<file path="config.mk">
export PLATFORM = sky130hd
export DESIGN_NAME = bus_switch_arb_flat
export DESIGN_NICKNAME = d
export VERILOG_FILES = /design/src/rtl/bus_switch_arb_if.sv /design/src/rtl/bus_switch_arb.sv /design/src/flat_wrapper.sv
export SDC_FILE = /design/constraint.sdc
export NUM_CORES = 1
export LEC_CHECK = 0
export CORE_ASPECT_RATIO = 1.25
export CORE_UTILIZATION = 50
export CTS_CLUSTER_SIZE = 24
export DETAILED_ROUTE_END_ITERATION = 10
export DONT_BUFFER_PORTS = 1
export SYNTH_ARGS = -nofsm -noshare
export SYNTH_HDL_FRONTEND = slang
export SYNTH_SLANG_ARGS = --single-unit
</file>
<file path="constraint.sdc">
create_clock -name clk -period 3.68 [get_ports clk]
set_input_delay 0 -clock clk [delete_from_list [all_inputs] [get_ports clk]]
set_output_delay 0 -clock clk [all_outputs]
set_load 0.005 [all_outputs]
</file>
<file path="src/rtl/bus_switch_arb_if.sv">
// bus_switch_arb_if: requester handshake plus registered switch-side bus for bus_switch_arb.
// req_lock exists only when BUS_ARB_LOCK_EN is defined.
interface bus_switch_arb_if #(
   parameter int NREQ = 4,
   parameter int AW   = 8,
   parameter int DW   = 16
);
   localparam int SW = $clog2(NREQ);
   logic [NREQ-1:0]    req_valid;
   logic [NREQ*AW-1:0] req_addr;
   logic [NREQ*DW-1:0] req_data;
`ifdef BUS_ARB_LOCK_EN
   logic [NREQ-1:0]    req_lock;
`endif
   logic [NREQ-1:0]    req_ready;
   logic               bus_valid;
   logic [AW-1:0]      bus_addr;
   logic [DW-1:0]      bus_data;
   logic [SW-1:0]      bus_src;
`ifdef BUS_ARB_LOCK_EN
   modport master (output req_valid, req_addr, req_data, req_lock,
                   input req_ready, bus_valid, bus_addr, bus_data, bus_src);
   modport slave  (input req_valid, req_addr, req_data, req_lock,
                   output req_ready, bus_valid, bus_addr, bus_data, bus_src);
`else
   modport master (output req_valid, req_addr, req_data,
                   input req_ready, bus_valid, bus_addr, bus_data, bus_src);
   modport slave  (input req_valid, req_addr, req_data,
                   output req_ready, bus_valid, bus_addr, bus_data, bus_src);
`endif
endinterface

</file>
<file path="src/rtl/bus_switch_arb.sv">
// bus_switch_arb: round-robin arbiter registering one requester beat per cycle onto the switch input.
// Defining BUS_ARB_LOCK_EN adds req_lock and a LOCK state for bursts of up to MAX_BURST beats.
module bus_switch_arb #(
   parameter int NREQ      = 4,
   parameter int AW        = 8,
   parameter int DW        = 16,
   parameter int MAX_BURST = 4
) (
   input  logic            clk,
   input  logic            reset,
   bus_switch_arb_if.slave b
);
   localparam int SW = $clog2(NREQ);
   typedef enum logic {ARB, LOCK} state_t;
   state_t          state_q, state_d;
   logic [SW-1:0]   ptr_q, ptr_d, owner_q, owner_d, win, sel, k;
   logic [3:0]      cnt_q, cnt_d;
   logic            found, xfer;
   logic [NREQ-1:0] lock;
   logic            bus_valid_q, bus_valid_d;
   logic [AW-1:0]   bus_addr_q, bus_addr_d;
   logic [DW-1:0]   bus_data_q, bus_data_d;
   logic [SW-1:0]   bus_src_q, bus_src_d;
`ifdef BUS_ARB_LOCK_EN
   assign lock = b.req_lock;
`else
   assign lock = '0;
`endif
   always_comb begin
      found = 1'b0;
      win   = '0;
      k     = '0;
      for (int i = 0; i < NREQ; i++) begin
         k = SW'((int'(ptr_q) + i) % NREQ);
         if (!found && b.req_valid[k]) begin
            found = 1'b1;
            win   = k;
         end
      end
   end
   always_comb begin
      state_d    = state_q;
      ptr_d      = ptr_q;
      owner_d    = owner_q;
      cnt_d      = cnt_q;
      sel        = state_q == LOCK ? owner_q : win;
      xfer       = !reset && (state_q == LOCK ? b.req_valid[owner_q] : found);
      bus_valid_d = xfer;
      bus_addr_d = bus_addr_q;
      bus_data_d = bus_data_q;
      bus_src_d  = xfer ? sel : bus_src_q;
      for (int i = 0; i < NREQ; i++) begin
         if (xfer && SW'(i) == sel) begin
            bus_addr_d = b.req_addr[i*AW +: AW];
            bus_data_d = b.req_data[i*DW +: DW];
         end
      end
      b.req_ready = xfer ? NREQ'(1) << sel : '0;
      if (state_q == ARB) begin
         if (found) begin
            ptr_d = win == SW'(NREQ - 1) ? '0 : win + 1'b1;
            // a single-beat limit never needs the LOCK state
            if (lock[win] && MAX_BURST > 1) begin
               state_d = LOCK;
               owner_d = win;
               cnt_d   = 4'd1;
            end
         end
      end else begin
         cnt_d = cnt_q + 4'd1;
         if (!xfer || !lock[owner_q] || cnt_d >= 4'(MAX_BURST)) state_d = ARB;
      end
   end
   always_ff @(posedge clk) begin
      if (reset) begin
         state_q     <= ARB;
         ptr_q       <= '0;
         owner_q     <= '0;
         cnt_q       <= '0;
         bus_valid_q <= 1'b0;
         bus_addr_q  <= '0;
         bus_data_q  <= '0;
         bus_src_q   <= '0;
      end else begin
         state_q     <= state_d;
         ptr_q       <= ptr_d;
         owner_q     <= owner_d;
         cnt_q       <= cnt_d;
         bus_valid_q <= bus_valid_d;
         bus_addr_q  <= bus_addr_d;
         bus_data_q  <= bus_data_d;
         bus_src_q   <= bus_src_d;
      end
   end
   assign b.bus_valid = bus_valid_q;
   assign b.bus_addr  = bus_addr_q;
   assign b.bus_data  = bus_data_q;
   assign b.bus_src   = bus_src_q;
endmodule

</file>
<file path="src/flat_wrapper.sv">
// flat-port wrapper written by rule: the top's interface ports become plain ports
module bus_switch_arb_flat 
#(
   parameter int NREQ      = 4,
   parameter int AW        = 8,
   parameter int DW        = 16,
   parameter int MAX_BURST = 4
)
  (clk, reset, b_req_valid, b_req_addr, b_req_data, b_req_ready, b_bus_valid, b_bus_addr, b_bus_data, b_bus_src);
  bus_switch_arb_if #(.NREQ(NREQ), .AW(AW), .DW(DW)) b_i ();
  input  logic clk;
  input  logic reset;
  input wire logic [$bits(b_i.req_valid)-1:0] b_req_valid;
  input wire logic [$bits(b_i.req_addr)-1:0] b_req_addr;
  input wire logic [$bits(b_i.req_data)-1:0] b_req_data;
  output wire logic [$bits(b_i.req_ready)-1:0] b_req_ready;
  output wire logic [$bits(b_i.bus_valid)-1:0] b_bus_valid;
  output wire logic [$bits(b_i.bus_addr)-1:0] b_bus_addr;
  output wire logic [$bits(b_i.bus_data)-1:0] b_bus_data;
  output wire logic [$bits(b_i.bus_src)-1:0] b_bus_src;
  assign b_i.req_valid = b_req_valid;
  assign b_i.req_addr = b_req_addr;
  assign b_i.req_data = b_req_data;
  assign b_req_ready = b_i.req_ready;
  assign b_bus_valid = b_i.bus_valid;
  assign b_bus_addr = b_i.bus_addr;
  assign b_bus_data = b_i.bus_data;
  assign b_bus_src = b_i.bus_src;
  bus_switch_arb #(.NREQ(NREQ), .AW(AW), .DW(DW), .MAX_BURST(MAX_BURST)) u_core (.clk(clk), .reset(reset), .b(b_i));
endmodule
</file>
Word-level counts from Yosys, hierarchy flattened
Cells that the tools add are included.
- add/subtract/negate cells: 5
- $mul: 0
- div/mod/pow operators: 0
- magnitude comparators: 7
- equality and inequality tests: 4
- shifts and indexed selects: 1
- multiplexer cells: 41
- bitwise logic cells: 1
- reduce and logical (&&, ||, !) cells: 23
- operators by type and width (cell ; number):
    two-way mux 16 bit ; 4
    two-way mux 8 bit ; 4
    < comparator 2 x 3 -> 1 bit (second input constant) ; 6
    two-way mux 1 bit ; 16
    two-way mux 4 bit ; 4
    binary-select mux 1 bit (select 2 bit) ; 7
    two-way mux 2 bit ; 6
    logical AND 1 bit ; 8
    logical NOT 1 bit ; 6
    adder 2 x 1 -> 2 bit (second input constant) ; 2
    adder 2 bit (second input constant) ; 2
    adder 4 x 1 -> 4 bit (second input constant) ; 1
    == test 2 bit (first input constant) ; 2
    greater-or-equal comparator 4 x 3 -> 1 bit (second input constant) ; 1
    AND reduction 2 bit ; 2
    nonzero test 2 bit ; 2
    nonzero test 4 bit ; 1
    << shifter 1 x 2 -> 4 bit (first input constant) ; 1
    AND reduction 3 bit ; 1
    == test 1 x 2 -> 1 bit (first input constant) ; 1
    == test 2 bit (second input constant) ; 1
    logical NOT 2 bit ; 1
    logical OR 1 bit ; 2
    NOT 1 bit ; 1
- flip-flop bits (word level): 36
- latch bits: 0
- memory bits (writable): 0
- memory bits (read-only): 0
- input bits: 102
- output and inout bits: 31
- word-level logic and storage cells: 90
- memories kept: 0

Longest topological paths before layout
Gate-level depths: netlist of the first run.
- depth after elaboration: 19
- gate-level depth with buffers: 11
- mapped depth without buffers: 9

Worst setup path after synthesis of the first run
No wires, ideal clock.
- path type: register -> register
- start: register u_core.ptr_q[1]
- end: register u_core.bus_data_q[8], in the netlist u_core.b.bus_data[8]
- setup time: 81 ps
- arrival: 2436 ps
- data required time: 3599 ps
- path slack: 1163 ps
- cell stages (with the launch flop): 10
- buffers on the path: 2
- period minus slack after synthesis: 2517 ps
- cells stage by stage: dfxtp_1 -> mux2i_1 -> nor2_1 -> or4_1 -> ha_1 -> clkbuf_1 -> o21bai_1 -> buf_2 -> a221oi_2 -> a211oi_2
- cells in the longest elaborated chain, start to end: 18
- elaborated cells between the ends (all ways): 40
- classes of those cells: add/sub (3); eq/ne (3); mux (21); reduce/logical (13)
- RTL lines (element ; line ; text):
    start: declaration ; bus_switch_arb.sv:16 ; logic [SW-1:0] ptr_q, ptr_d, owner_q, owner_d, win, sel, k;
    start signal: assignment ; bus_switch_arb.sv:86 ; ptr_q <= ptr_d;
    parallel branches: the longest is 18 deep, another holds adder 2 x 1 -> 2 bit ; -- ;
    end signal: assignment ; bus_switch_arb.sv:91 ; bus_data_q <= bus_data_d;
    end: declaration ; bus_switch_arb.sv:22 ; logic [DW-1:0] bus_data_q, bus_data_d;
Several ways; the timed one is not identified. The select of a mux whose other input is x is not followed.
A chain may end at the register's enable or synchronous reset.

Worst setup path in the final report of the first run
- start: register u_core.ptr_q[1]
- end: register u_core.bus_addr_q[0], in the netlist u_core.b.bus_addr[0]
- cells in the longest elaborated chain, start to end: 18
- elaborated cells between the ends (all ways): 40
- classes of those cells: add/sub (3); eq/ne (3); mux (21); reduce/logical (13)
- RTL lines (element ; line ; text):
    parallel branches: the longest is 11 deep, another holds adder 2 x 1 -> 2 bit ; -- ;
    two-way mux 2 bit (*) ; bus_switch_arb.sv:35 ; if (!found && b.req_valid[k]) begin
    two-way mux 2 bit (*) ; bus_switch_arb.sv:46 ; sel = state_q == LOCK ? owner_q : win;
    net u_core.sel[0] ; bus_switch_arb.sv:16 ;
    == test 1 x 2 -> 1 bit ; bus_switch_arb.sv:53 ; if (xfer && SW'(i) == sel) begin
    logical AND 1 bit ; bus_switch_arb.sv:53 ;
    two-way mux 8 bit (3 in a row) ; bus_switch_arb.sv:53 ;
    end signal: assignment ; bus_switch_arb.sv:90 ; bus_addr_q <= bus_addr_d;
    end: declaration ; bus_switch_arb.sv:21 ; logic [AW-1:0] bus_addr_q, bus_addr_d;
Mark *: on every way through the listed nets, which the timed path passes. The select of a mux whose other input is x is not followed.

==> impl_metrics.json, run 1 <==
{
  "synth_top_area_cell": "dfxtp_1",
  "status": "finished, violations left",
  "gp_congestion": 0.789,
  "syn_area_per_cell_um2": 9.02,
  "worst_slack_ps": 389,
  "async_reset_ff_frac": 0,
  "slowest_delay_ps": 560,
  "grt_first_pass_wirelength_mm": 8.12,
  "ir_worst_vdd_mv": 0.258,
  "multi_input_area_um2": 1220,
  "synth_seq_cells": 29,
  "end_kind": "register",
  "ys_dominant_reg_cell": "dfxtp_1",
  "synth_edf_count": 0,
  "ys_types": 31,
  "power_mw": 1.09,
  "r2r_cells": 10,
  "holdWs_ps": 14.1,
  "fill_cells": 284,
  "fmaxAchievable_ghz": 0.304,
  "io_buffer_count": 0,
  "clock-sinks": 29,
  "synth_top_area_share": 0.302,
  "synthCells": 213,
  "first_pass_iters": 7,
  "skew_ps": 1.81,
  "area_growth_pct": 22.0,
  "final-seq-area_um2": 581,
  "maxSlewViolCount": 0,
  "antenna_found_initial": 0,
  "p_leak_nw": 0.824,
  "routedWlPerCell_um": 19.1,
  "num_vias": 1799,
  "first_global_vias": 1823,
  "drc": 10,
  "critical_path_class": "register to register",
  "synth_commonest_cells": "dfxtp_1 (29), nand2_1 (29), nand3b_1 (18), o21ai_1 (18), a211oi_2 (16)",
  "initialDrtViolationCount": 85,
  "core_um2": 3570,
  "maxCapViolCount": 0,
  "rows": 24,
  "grt_max_degree": 51,
  "cts_tree": "done",
  "slew_headroom": 0.377,
  "hold_depth": 2,
  "syn_area_um2": 1920,
  "cts_max_level": 2,
  "numCtsBuffers": 5,
  "finalCritPeriodShare": 0.894,
  "tns_ps": 0,
  "clock-root-buffer": "clkbuf_8",
  "hold_path.class": "input port to register",
  "path_cells": "mux2i_1 > nor2_1 > or4_1 > inv_1 > ha_1 > nor4b_4 > buf_4 > nand2_1 > a211oi_2 > dlygate4sd3_1",
  "cts_setup_buffers": 0,
  "clk_latency_ps": 280,
  "grt_overflow": 0,
  "dpl_worst_slack_ps": 949,
  "routed_via_density": 6.47,
  "grt_use_total": 0.255,
  "wirelength_mm": 5.32,
  "arrival_ps": 3510,
  "syn_nets": 319,
  "ios": 133,
  "start_util": 0.537,
  "synthTopCellsByArea": "dfxtp_1 (30%), a211oi_2 (10%), a221oi_2 (7.8%)",
  "violations": "design-rule violations",
  "ys_seq_area_frac": 0.302,
  "clkTransAtPathRegs_ps": 60,
  "required_ps": 3900,
  "startpoint_type": "register",
  "path_max_fanout": 18,
  "layout-drive-gt1-share": 0.180,
  "setup_viol": 0,
  "nets": 345,
  "ys_warn_count": 0,
  "finalCriticalPeriod_ps": 3290,
  "die_area_um2": 4090,
  "clk_path_buf_depth": 2,
  "slowest_stage": "dlygate4sd3_1",
  "powerDensity_nw_per_um2": 466,
  "die_y_um": 71.3,
  "ant_nets": 0,
  "rsz0062_at_grt": "false",
  "diodes": 0,
  "cts_resized": 0,
  "dp.final_hpwl_mm": 3.42,
  "tightest_slew_ps": 934,
  "die_x_um": 57.4,
  "hold_viol_final": 0
}
final cells by class:
type | count | share of cell area
Multi-Input combinational cell | 160 | 0.520
Sequential cell | 29 | 0.248
Timing Repair Buffer | 40 | 0.170
Clock buffer | 7 | 0.0368
Tap cell | 39 | 0.0208
Inverter | 3 | 0.00481
cells in the final DEF, fill, tap and decap left out:
| master | n |
|---|---|
| nor4_2 | 1 |
| a21oi_1 | 6 |
| nand2b_1 | 1 |
| nand3b_1 | 18 |
| a211oi_1 | 8 |
| o21bai_2 | 1 |
| inv_1 | 3 |
| buf_12 | 1 |
| nor3_1 | 1 |
| and2_1 | 4 |
| nor4b_4 | 1 |
| a211oi_2 | 16 |
| o21ai_1 | 18 |
| nand2b_2 | 1 |
| clkbuf_1 | 1 |
| a221oi_2 | 10 |
| or4_1 | 1 |
| a221oi_1 | 8 |
| or4_2 | 1 |
| dfxtp_1 | 29 |
| mux2i_1 | 13 |
| ha_1 | 4 |
| buf_4 | 5 |
| o21ai_0 | 6 |
| o22ai_1 | 1 |
| clkbuf_8 | 6 |
| nand2_1 | 29 |
| dlygate4sd3_1 | 34 |
| nor3b_1 | 1 |
| o21a_1 | 1 |
| nor2_1 | 9 |
stage by stage:
| stage | cells | instance area, um2 | utilization |
|---|---|---|---|
| detailed placement | 236 | 1900 | 0.531 |
| finish | 278 | 2340 | 0.656 |
| global placement | 236 | 1900 | 0.531 |
| floorplan | 213 | 1920 | - |
| global route | 278 | 2340 | 0.656 |
| CTS | 278 | 2340 | 0.656 |
cell families (layout without fill, tap and decap cells):
family / count (synthesis) / after routing / share of synthesized area
adders and majority gates: 4 / 4 / 0.0261
buffers and inverters: 24 / 50 / 0.0658
AOI/OAI and AO/OA: 75 / 75 / 0.339
muxes: 13 / 13 / 0.0677
DFF: 29 / 29 / 0.302
and+or+nand+nor: 68 / 68 / 0.199
worst paths after layout:
| kind | endpoint | slack (ps) | startpoint |
|---|---|---|---|
| max | u_core.b.bus_addr[0]$_SDFFE_PP0P_ | 390 | u_core.ptr_q[1]$_SDFFE_PP0N_ |
| min | u_core.b.bus_data[1]$_SDFFE_PP0P_ | 10 | b_req_data[1] |
| max reg2reg | u_core.b.bus_addr[0]$_SDFFE_PP0P_ | 390 | u_core.ptr_q[1]$_SDFFE_PP0N_ |
| min reg2reg | u_core.b.bus_src[1]$_SDFFE_PP0P_ | 480 | u_core.b.bus_src[1]$_SDFFE_PP0P_ |
report_power, final:
group	internal (mW)	switching, mW	leakage [nW]	total [mW]
clock	0.148	0.109	0.0443	0.257
sequential	0.374	0.0497	0.242	0.424
combinational	0.201	0.210	0.538	0.411
sequential cells by signal, summed over array words and instances, names as in the netlist:
signal / count
u_core.b.bus_data: 16
u_core.b.bus_addr: 8
u_core.b.bus_src: 2
u_core.ptr_q: 2
u_core.b.bus_valid: 1
metal layers:
layer  share of wire  wire [um]  global-route usage  vias up
met5               0          0                   0        -
met4           0.015         80              0.0949        0
met3           0.083        442              0.0596        8
met2            0.54       2880               0.482       97
met1            0.36       1910               0.269      844
li1                -          -                   -      850
critical path, delay by kind of cell (launching register included):
family	cells	cell delay, ps
buf+inv	3	950
mux	1	210
simple gates	4	940
fa+ha+maj	1	490
flops	1	430
compound gates	1	210
timing repair:
item | in CTS | in global routing
hold buffers | 35 | 0
hold endpoints to repair | 29 | 0
endpoints found under the setup margin | 0 | 0
Note: power is estimated with default switching activity, not from simulation.
==> run 2, diff against run 1 <==
--- a/config.mk
+++ b/config.mk
@@ -5,6 +5,7 @@
 export SDC_FILE = /design/constraint.sdc
 export NUM_CORES = 1
 export LEC_CHECK = 0
+export ABC_AREA = 1
 export CORE_ASPECT_RATIO = 1.25
 export CORE_UTILIZATION = 50
 export CTS_CLUSTER_SIZE = 24
==> run 2 against run 1 <==
  * The run now ends clean
  * Sequential power grew 36%
  * Register-to-register slack improved by 60 ps
  * Sequential cell count stayed put
  * Final area increased by 23%
  * Maximum frequency increased by 1.8%
  * Utilization decreased by 8.3 points
  * Combinational power grew to 4.6 times the previous value
==> impl_metrics.json, run 2 <==
{
  "placed_cells": 509,
  "clk_path_buf_depth": 2,
  "routed_via_density": 5.42,
  "core_um2": 5040,
  "hold_path.class": "input port to register",
  "slew_headroom": 0.321,
  "start_util": 0.519,
  "rows": 29,
  "rsz0062_at_grt": "false",
  "numCtsBuffers": 5,
  "clock-root-buffer": "clkbuf_8",
  "multi_input_area_um2": 1490,
  "powerDensity_nw_per_um2": 971,
  "hold_viol_final": 0,
  "ys_warn_count": 0,
  "critical_path_class": "register to register",
  "layout-drive-gt1-share": 0.0653,
  "grt_overflow": 0,
  "nets": 580,
  "fill_cells": 525,
  "end_kind": "register",
  "synth_top_area_cell": "dfxtp_1",
  "grt_max_degree": 55,
  "final-seq-area_um2": 581,
  "die_x_um": 66.7,
  "fmaxAchievable_ghz": 0.309,
  "status": "complete, no violations",
  "final_cell_count_no_fill": 537,
  "tns_ps": 0,
  "gp_congestion": 0.826,
  "path_max_fanout": 25,
  "syn_nets": 580,
  "initialDrtViolationCount": 135,
  "synth_top_area_share": 0.222,
  "synthCells": 474,
  "die_y_um": 82.9,
  "ys_seq_area_frac": 0.222,
  "diodes": 0,
  "syn_area_um2": 2620,
  "first_pass_iters": 7,
  "highest_layer": "met4",
  "final_common_cell": "nand2_1",
  "setup_viol": 0,
  "antenna_found_initial": 0,
  "clkTransAtPathRegs_ps": 70,
  "wl_met2_mm": 3.85,
  "num_vias": 2909,
  "final_area_um2": 2890,
  "clock-sinks": 29,
  "die_area_um2": 5530,
  "routedWlPerCell_um": 14.6,
  "synth_commonest_cells": "nand2_1 (148), inv_1 (91), nand4_1 (48)",
  "arrival_ps": 3360,
  "startpoint_type": "register",
  "first_global_vias": 2671,
  "ios": 133,
  "required_ps": 3810,
  "wirelength_mm": 7.85,
  "grt_first_pass_wirelength_mm": 12.2,
  "maxSlewViolCount": 0,
  "maxCapViolCount": 0,
  "skew_ps": 7.29,
  "area_growth_pct": 10.4,
  "dp.final_hpwl_mm": 5.46,
  "synth_edf_count": 0,
  "cts_tree": "done",
  "synth.most_common_cell": "nand2_1",
  "ys_dominant_reg_cell": "dfxtp_1",
  "synth_seq_cells": 29,
  "finalCritPeriodShare": 0.878,
  "clk_latency_ps": 290,
  "ys_types": 23,
  "wl_met3_um": 586,
  "largest_reg_flops": 16,
  "wl_met1_mm": 3.00,
  "cts_max_level": 2,
  "dpl_cell_area_um2": 2570,
  "tightest_slew_ps": 1020,
  "ant_nets": 0,
  "syn_area_per_cell_um2": 5.52,
  "synthTopCellsByArea": "dfxtp_1 (22%), nand2_1 (21%), inv_1 (13%)",
  "io_buffer_count": 0,
  "layout_common_cells": "nand2_1 (148), inv_1 (91), nand4_1 (48)",
  "ir_worst_vdd_mv": 0.477,
  "drc": 0,
  "p_leak_nw": 1.64,
  "fin_util": 0.573,
  "async_reset_ff_frac": 0,
  "finalCriticalPeriod_ps": 3230,
  "grt_use_total": 0.291
}
==> run 2: changes by cell type after synthesis, moves of 13 or more <==
cell / previous run / this run
a211oi_2: 16 / 0
a21oi_1: 6 / 40
inv_1: 3 / 91
mux2i_1: 13 / 0
nand2_1: 29 / 148
nand3_1: 0 / 28
nand3b_1: 18 / 0
nand4_1: 0 / 48
nor2_1: 9 / 27
o21ai_1: 18 / 2
==> run 2: layout make-up <==
type / instances / area share
multi-input combinational: 312 / 0.516
sequential: 29 / 0.201
inverter: 100 / 0.130
timing repair buffer: 26 / 0.0848
clock buffer: 6 / 0.0286
tap: 62 / 0.0268
clock inverter: 2 / 0.0130
==> run 2: worst max-delay path, stage by stage (launching register included) <==
cell and delay, ps:
dfxtp_1 510, o21ai_0 160, o21ai_1 310, inv_1 100, nor3_1 210, nor2_1 80
xor2_1 160, nand2_1 140, ha_1 550, nand3_4 380, nand3_1 210, nand2_1 120
nand2_1 80, a21oi_1 50
==> run 2: what timing repair did <==
action,CTS,global route
hold buffers,20,0
endpoints found under the setup margin,0,0
buffers inserted,0,0
hold endpoints to repair,26,0
gates resized for setup,0,0
==> run 2: kinds of logic after synthesis <==
family,after synthesis,share of synthesized area
AOI/OAI and AO/OA,47,0.0913
xor gates and xnor gates,1,0.00335
adders and majority gates,4,0.0191
buffers and inverters,133,0.208
DFF,29,0.222
and+or+nand+nor,260,0.456
==> run 2: layer usage <==
layer | vias to the layer above | track usage
li1 | 1474 | -
met4 | 0 | 0.162
met3 | 29 | 0.0701
met5 | - | 0
met2 | 134 | 0.505
met1 | 1272 | 0.308
==> run 2: where the power goes <==
group	internal, mW	switching (mW)	leakage (nW)	total, mW
Clock	0.220	0.134	0.0574	0.354
Combinational	0.600	1.28	1.34	1.88
Sequential	0.457	0.120	0.240	0.577
Total	1.28	1.53	1.64	2.81
==> run 2: final timing paths <==
check,start,end,slack [ps],cells past startpoint
setup / recovery,u_core.ptr_q[0]$_SDFFE_PP0N_,u_core.b.bus_data[4]$_SDFFE_PP0P_,450,13
hold / removal,b_req_data[49],u_core.b.bus_data[1]$_SDFFE_PP0P_,4,4
setup reg to reg,u_core.ptr_q[0]$_SDFFE_PP0N_,u_core.b.bus_data[4]$_SDFFE_PP0P_,450,13
hold reg to reg,u_core.b.bus_addr[5]$_SDFFE_PP0P_,u_core.b.bus_addr[5]$_SDFFE_PP0P_,480,2
==> run 2: per-stage QoR <==
stage               power [mW]  hold slack, ps  setup WS, ps
finish                    2.81            4.16           447
global placement          2.41            72.5           665
global route              3.10            26.4           120
floorplan                 2.04             232          1050
detailed placement        2.43            73.7           545
CTS                       2.81            1.43           475
